--- src/rtl/key_conditioner.sv ---
// -----------------------------------------------------------------------------
// key_conditioner
//
// Front end for the four active-low lane buttons of the game stage. Each raw
// pad is synchronized to clk_i, then debounced by an independent per-lane
// state machine. The block produces clean active-low levels, one-cycle
// press/release pulses and a saturating count of accepted presses.
//
// Ports
//   clk_i          system clock, all flops on the rising edge
//   reset_i        asynchronous reset, active low
//   b_raw_i[3:0]   raw button pads, active low, asynchronous to clk_i
//   b_clean_o[3:0] debounced level, active low (bit 0 drives game-stage b1)
//   press_o[3:0]   one-cycle pulse when a press is accepted
//   release_o[3:0] one-cycle pulse when a release is accepted
//   press_total_o  accepted presses over all lanes, saturates at 255
//   dbg_state_o    per-lane FSM state, lane i in bits [2*i+1:2*i]
//                  (0 IDLE, 1 PRESS_WAIT, 2 PRESSED, 3 RELEASE_WAIT)
//
// There is no combinational path from b_raw_i to any output.
// -----------------------------------------------------------------------------
module key_conditioner #(
    parameter int unsigned DEBOUNCE_CYCLES = 1000000,
    parameter int unsigned CNT_W           = 20
) (
    input  logic       clk_i,
    input  logic       reset_i,
    input  logic [3:0] b_raw_i,
    output logic [3:0] b_clean_o,
    output logic [3:0] press_o,
    output logic [3:0] release_o,
    output logic [7:0] press_total_o,
    output logic [7:0] dbg_state_o
);

    typedef enum logic [1:0] {
        IDLE         = 2'd0,
        PRESS_WAIT   = 2'd1,
        PRESSED      = 2'd2,
        RELEASE_WAIT = 2'd3
    } lane_state_e;

    // Terminal count of a WAIT state; DEBOUNCE_CYCLES may equal 2^CNT_W,
    // so only DEBOUNCE_CYCLES-1 has to fit in the counter.
    localparam logic [CNT_W-1:0] CNT_LAST = CNT_W'(DEBOUNCE_CYCLES - 1);

    logic [3:0]       s1_q, s2_q;
    lane_state_e      state_q [4];
    lane_state_e      state_d [4];
    logic [CNT_W-1:0] cnt_q   [4];
    logic [CNT_W-1:0] cnt_d   [4];
    logic [3:0]       clean_q, clean_d;
    logic [3:0]       press_q, press_d;
    logic [3:0]       release_q, release_d;
    logic [7:0]       total_q, total_d;
    logic [2:0]       press_cnt;
    logic [8:0]       total_sum;

    // Two-flop synchronizer. Resetting to 1 (released) keeps a button held
    // through reset from looking like a fresh edge at deassertion.
    always_ff @(posedge clk_i or negedge reset_i) begin
        if (!reset_i) begin
            s1_q <= 4'hF;
            s2_q <= 4'hF;
        end else begin
            s1_q <= b_raw_i;
            s2_q <= s1_q;
        end
    end

    // Per-lane debounce FSMs and the output registers they drive.
    always_comb begin
        state_d   = state_q;
        cnt_d     = cnt_q;
        clean_d   = clean_q;
        press_d   = 4'b0000;
        release_d = 4'b0000;
        for (int i = 0; i < 4; i++) begin
            case (state_q[i])
                IDLE: begin
                    if (!s2_q[i]) begin
                        state_d[i] = PRESS_WAIT;
                        cnt_d[i]   = '0;
                    end
                end
                PRESS_WAIT: begin
                    if (s2_q[i]) begin
                        // Bounce: throw the partial count away.
                        state_d[i] = IDLE;
                        cnt_d[i]   = '0;
                    end else if (cnt_q[i] == CNT_LAST) begin
                        state_d[i] = PRESSED;
                        clean_d[i] = 1'b0;
                        press_d[i] = 1'b1;
                    end else begin
                        cnt_d[i] = cnt_q[i] + 1'b1;
                    end
                end
                PRESSED: begin
                    if (s2_q[i]) begin
                        state_d[i] = RELEASE_WAIT;
                        cnt_d[i]   = '0;
                    end
                end
                RELEASE_WAIT: begin
                    if (!s2_q[i]) begin
                        state_d[i] = PRESSED;
                        cnt_d[i]   = '0;
                    end else if (cnt_q[i] == CNT_LAST) begin
                        state_d[i]   = IDLE;
                        clean_d[i]   = 1'b1;
                        release_d[i] = 1'b1;
                    end else begin
                        cnt_d[i] = cnt_q[i] + 1'b1;
                    end
                end
                default: begin
                    state_d[i] = IDLE;
                    cnt_d[i]   = '0;
                end
            endcase
        end
    end

    // Press counter adds the number of presses accepted on this edge, so
    // simultaneous presses land in a single update; clamps instead of wrapping.
    always_comb begin
        press_cnt = 3'd0;
        for (int i = 0; i < 4; i++) begin
            press_cnt = press_cnt + {2'b00, press_d[i]};
        end
        total_sum = {1'b0, total_q} + {6'b000000, press_cnt};
        total_d   = total_sum[8] ? 8'hFF : total_sum[7:0];
    end

    always_ff @(posedge clk_i or negedge reset_i) begin
        if (!reset_i) begin
            for (int i = 0; i < 4; i++) begin
                state_q[i] <= IDLE;
                cnt_q[i]   <= '0;
            end
            clean_q   <= 4'hF;
            press_q   <= 4'b0000;
            release_q <= 4'b0000;
            total_q   <= 8'd0;
        end else begin
            for (int i = 0; i < 4; i++) begin
                state_q[i] <= state_d[i];
                cnt_q[i]   <= cnt_d[i];
            end
            clean_q   <= clean_d;
            press_q   <= press_d;
            release_q <= release_d;
            total_q   <= total_d;
        end
    end

    always_comb begin
        dbg_state_o = 8'd0;
        for (int i = 0; i < 4; i++) begin
            dbg_state_o[2*i +: 2] = state_q[i];
        end
    end

    assign b_clean_o     = clean_q;
    assign press_o       = press_q;
    assign release_o     = release_q;
    assign press_total_o = total_q;

endmodule

--- config.mk ---
export PLATFORM = sky130hd
export DESIGN_NAME = key_conditioner
export DESIGN_NICKNAME = d
export VERILOG_FILES = /design/src/rtl/key_conditioner.sv
export SDC_FILE = /design/constraint.sdc
export NUM_CORES = 1
export LEC_CHECK = 0
export BUFFER_PORTS_ARGS = -buffer_cell sky130_fd_sc_hd__buf_2
export CAP_MARGIN = 0
export CORE_UTILIZATION = 40
export CTS_CLUSTER_DIAMETER = 50
export CTS_CLUSTER_SIZE = 12
export DETAILED_ROUTE_END_ITERATION = 12
export GPL_TIMING_DRIVEN = 0
export HOLD_SLACK_MARGIN = 0.06
export PLACE_DENSITY = 0.52
export REMOVE_ABC_BUFFERS = 1
export SLEW_MARGIN = 15
export SYNTH_ARGS = -nofsm -noshare
export SYNTH_HDL_FRONTEND = slang
export SYNTH_SLANG_ARGS = --single-unit
--- constraint.sdc ---
create_clock -name clk_i -period 7.05 [get_ports clk_i]
set_input_delay 1.41 -clock clk_i [delete_from_list [all_inputs] [get_ports clk_i]]
set_output_delay 1.41 -clock clk_i [all_outputs]
set_load 0.005 [all_outputs]
==> summary.md <==
| Metric | Value |
|---|---|
| Number of flops mapped to enable cells by yosys | `0` |
| Startpoint types | `flip-flop` |
| Post-route clock period utilization | `around 62%` |
| Power density over cell area | `~230 mW/mm²` |
| Count of nets left with antenna violations after detail routing | `0` |
| Signal arrival time at the worst endpoint | `approximately 4.7 ns` |
| Maximum clock rate | `between 200 and 250 MHz` |
| Overall track demand over capacity in global routing | `a little under a fifth` |
| Core area | `roughly 0.015 mm²` |
| Critical path class | `flip-flop to flip-flop` |
| Pleak | `between 2 and 3 nW` |
| Cell area after synthesis | `around 0.006 mm²` |
| Final-report hold violation count | `0` |
| TritonCTS clock tree | `yes` |
| Routed vias/inst | `approximately 5.7` |
| Detailed-route wire length on metal 1 | `between 6000 and 7000 µm` |
| Synth area leader | `dfrtp_1` |
| Gpl congestion | `slightly below 0.8` |
| Depth of the critical timing path with buffers and inverters included | `13` |
| Worst-skew pair later-pin latency | `roughly 0.4 ns` |
| Unique masters post-synth | `between 50 and 60` |
| Starting density of the core | `between 40 and 50%` |
| Most repeated library cell on the critical path | `fa_1` |
| Worst R2R Path Depth | `13` |
| Fin cells | `between 800 and 900` |
| Final core utilization | `47.50%` |
| Unrepaired setup endpoints after global routing | `false` |
| Buf+Inv Stages, Crit Path | `2` |
| Placed insts | `between 800 and 900` |
| Layout-stage area growth over the synthesis result | `15.38%` |
| Drt total wl | `about 14000 µm` |
| Slowest cell on the critical path | `or4_1` |
| Final layout net count | `685` |
| Leading cell types by total area after synthesis | `dfrtp_1 43%, dfstp_2 5.3%, nand2_1 4.3%` |
| Type of the worst min-delay path | `flip-flop to flip-flop` |
| CP Launch Point | `cnt_q[70]$_DFFE_PN0P_` |
| Number of levels in the clock H-tree | `4` |
| Routed wire length on met2 | `6348 µm` |
| Termination of the worst setup path | `press_total_o[7]$_DFF_PN0_` |
| Crit Reg-Reg Startpoint | `cnt_q[70]$_DFFE_PN0P_` |
| R2R Setup Slk | `2.69 ns` |
| Maximum fanout along the worst path | `9` |
| Pin count of the biggest net entering global routing | `62` |
| Synthesized area divided by synthesized cell count | `9.355 µm²` |
| Setup_tns | `0 ns` |
| Number of buffer cells added on primary ports | `33` |
| Remaining Overflow, GRT | `0` |
| Maximum clock path buffer count | `2` |
| Count of warnings emitted by yosys | `0` |
| FF+latch count, synth | `116` |
| Post-synth top flop | `dfrtp_1` |
| Share of post-route cells with drive strength above 1 | `a little over an eighth` |
| Worst r2r dst | `press_total_o[7]$_DFF_PN0_` |
| Count of antenna diodes in the layout | `0` |
| Slew headroom | `between 30% and 40%` |
| Die boundary height | `~120 µm` |
| Clock slew at reported path FFs | `around 0.050 ns` |
| Met3 routed WL | `645 µm` |
| Time the worst path needs with I/O delays and setup | `around 4.4 ns` |
| Number of max-cap violations | `0` |
| Measured slew at the worst slew-check pin | `just over 1 ns` |
| Critical Path Sink Type | `flip-flop` |
| # clock sinks | `approximately 120` |
| Kind of cell adding the most delay to the critical path | `simple AND/OR/NAND/NOR gates` |
| Proportion of register bits with asynchronous set or reset after synthesis | `between 90% and 100%` |
| CP Cell Sequence | `or4_1 > or3_4 > or4_4 > nor3_1 > fa_1 > inv_1 > fa_1 > inv_1 > fa_1 > and3_1 > and2_1 > nand2b_1 > mux2_2` |
| Die Outline Area | `~0.016 mm²` |
| IO Count | `34` |
| Final number of setup-violating endpoints | `0` |
| Uppermost routed layer | `met4` |
| Clk Tree Root Cell | `clkbuf_16` |
| Final Max Slew Viols | `0` |
| # rows | `44` |
| Cts bufs inserted | `17` |
| Via count of the first global-routing pass | `4868` |
| Cells after Synth | `around 640` |
| Top-area cell type share of the netlist area | `a little over two fifths` |
| Global-route wire length before repair | `between 20000 and 25000 µm` |
| Result of the run | `finished clean` |
| Total number of vias | `a little under 5000` |
| Hold buffers post-CTS | `0` |
| DP Wirelength | `between 9000 and 10000 µm` |
| Remaining design rule violation count | `0` |
| Number of antenna violations at the first check in global routing | `0` |
| Detailed-router iteration count before antenna repair | `5` |
| Sequential area share after synthesis | `between 40% and 50%` |
| DRC violation total after the first TritonRoute iteration | `about 350` |
| Required time at the endpoint of the critical path | `approximately 7.3 ns` |
| Number of setup buffers added after CTS | `0` |
| VDD IR-drop max | `0.1691 mV` |
| Die Width | `about 120 µm` |
| Count of instances resized after the clock tree is built | `0` |
| Maximum single-stage delay on the critical path | `approximately 0.53 ns` |
| Worst clock skew | `0.009796 ns` |
| WL per Instance | `~16 µm` |
[cell type report]
type                            count  area, µm²
Fill cell                        1376       7660
Multi-Input combinational cell    481       2924
Sequential cell                   116       2918
Clock buffer                       22      474.2
Tap cell                          184      230.2
Timing Repair Buffer               34      198.9
Clock inverter                     10      105.1
Inverter                           21      78.83
[layer usage]
layer / up-vias / GRT usage (%)
li1: 2432 / -
met1: 2422 / 25.72
met2: 95 / 28.05
met3: 16 / 5.455
met4: 0 / 7.938
met5: - / 0
[sequential cells by signal (all words and copies together) (netlist names), named ones only]
register       cells
dbg_state_o        4
s2_q               4
release_o          4
press_total_o      8
press_o            4
s1_q               4
b_clean_o          4
cnt_q             80
[layout by cell type (no fill, tap or decap), types with 4 or more instances in the layout]
cell	netlist	layout
nor3_1	22	22
or3_1	6	6
xnor2_1	13	13
nand4_1	25	25
nand2b_1	5	5
nor4b_1	4	4
buf_2	1	32
nor4_1	10	9
clkbuf_16	0	17
and4_1	7	7
nand3_1	34	34
o21ai_0	51	51
and2_1	9	9
xor2_1	20	20
a31oi_1	15	15
clkinv_2	0	6
or2_2	4	4
o311ai_0	10	10
and3_1	16	16
o31ai_1	11	11
a22o_1	4	4
inv_1	21	21
dfrtp_1	104	104
o211ai_1	6	6
ha_1	5	5
a21oi_1	26	26
o21a_1	5	5
o22ai_1	11	11
or4_1	5	5
dfstp_2	12	12
a21o_1	6	6
nor2_1	46	46
nand2_1	69	69
[worst min-delay path by stage]
| stage | startpoint | to | slack [ns] | depth (start not counted) |
|---|---|---|---|---|
| finish | s1_q[0]$_DFF_PN1_ | s2_q[0]$_DFF_PN1_ | 0.35 | 0 |
| global route | s1_q[3]$_DFF_PN1_ | s2_q[3]$_DFF_PN1_ | 0.36 | 0 |
| CTS | s1_q[0]$_DFF_PN1_ | s2_q[0]$_DFF_PN1_ | 0.36 | 0 |
| detailed placement | s1_q[3]$_DFF_PN1_ | s2_q[3]$_DFF_PN1_ | 0.35 | 0 |
| global placement | s1_q[1]$_DFF_PN1_ | s2_q[1]$_DFF_PN1_ | 0.35 | 0 |
| floorplan | s1_q[0]$_DFF_PN1_ | s2_q[0]$_DFF_PN1_ | 0.35 | 0 |
[cell families (layout without fill, tap and decap cells)]
family                   count (synthesis)  in the layout  synth area share, %
adder cells (fa/ha/maj)                  8              8                2.042
XOR/XNOR                                33             33                4.813
flip-flops                             116            116                48.58
buffers and inverters                   45             87                2.833
multiplexers                             5              5               0.9582
AND/OR/NAND/NOR                        274            274                23.77
AO/OA/AOI/OAI                          161            161                17.00
[metrics by stage]
step           power, mW  worst slack [ns]  cell area, µm²  hold WS [ns]
2_1_floorplan     0.7356             3.040            5914        0.3452
4_1_cts            1.624             2.666            6923        0.3552
3_5_place_dp      0.7688             2.694            6344        0.3478
3_3_place_gp      0.7648             2.722            6310        0.3456
6_report           1.602             2.694            6929        0.3545
5_1_grt            1.663             2.449            6929        0.3568
[cells in the mapped netlist (6+ instances only)]
cell	n
o31ai_1	11
nand2_1	69
nand4_1	25
o22ai_1	11
xor2_1	20
dfstp_2	12
nor3_1	22
and3_1	16
a21oi_1	26
nor4_1	10
o211ai_1	6
o311ai_0	10
inv_1	21
nand3_1	34
and4_1	7
clkbuf_1	22
xnor2_1	13
or3_1	6
a31oi_1	15
dfrtp_1	104
o21ai_0	51
nor2_1	46
and2_1	9
a21o_1	6
[power breakdown]
part | switching [mW] | internal (mW) | total [mW]
combinational | 0.0445 | 0.0200 | 0.0645
clock | 0.302 | 0.544 | 0.846
sequential | 0.0127 | 0.679 | 0.692
(Power assumes the default switching activity.)
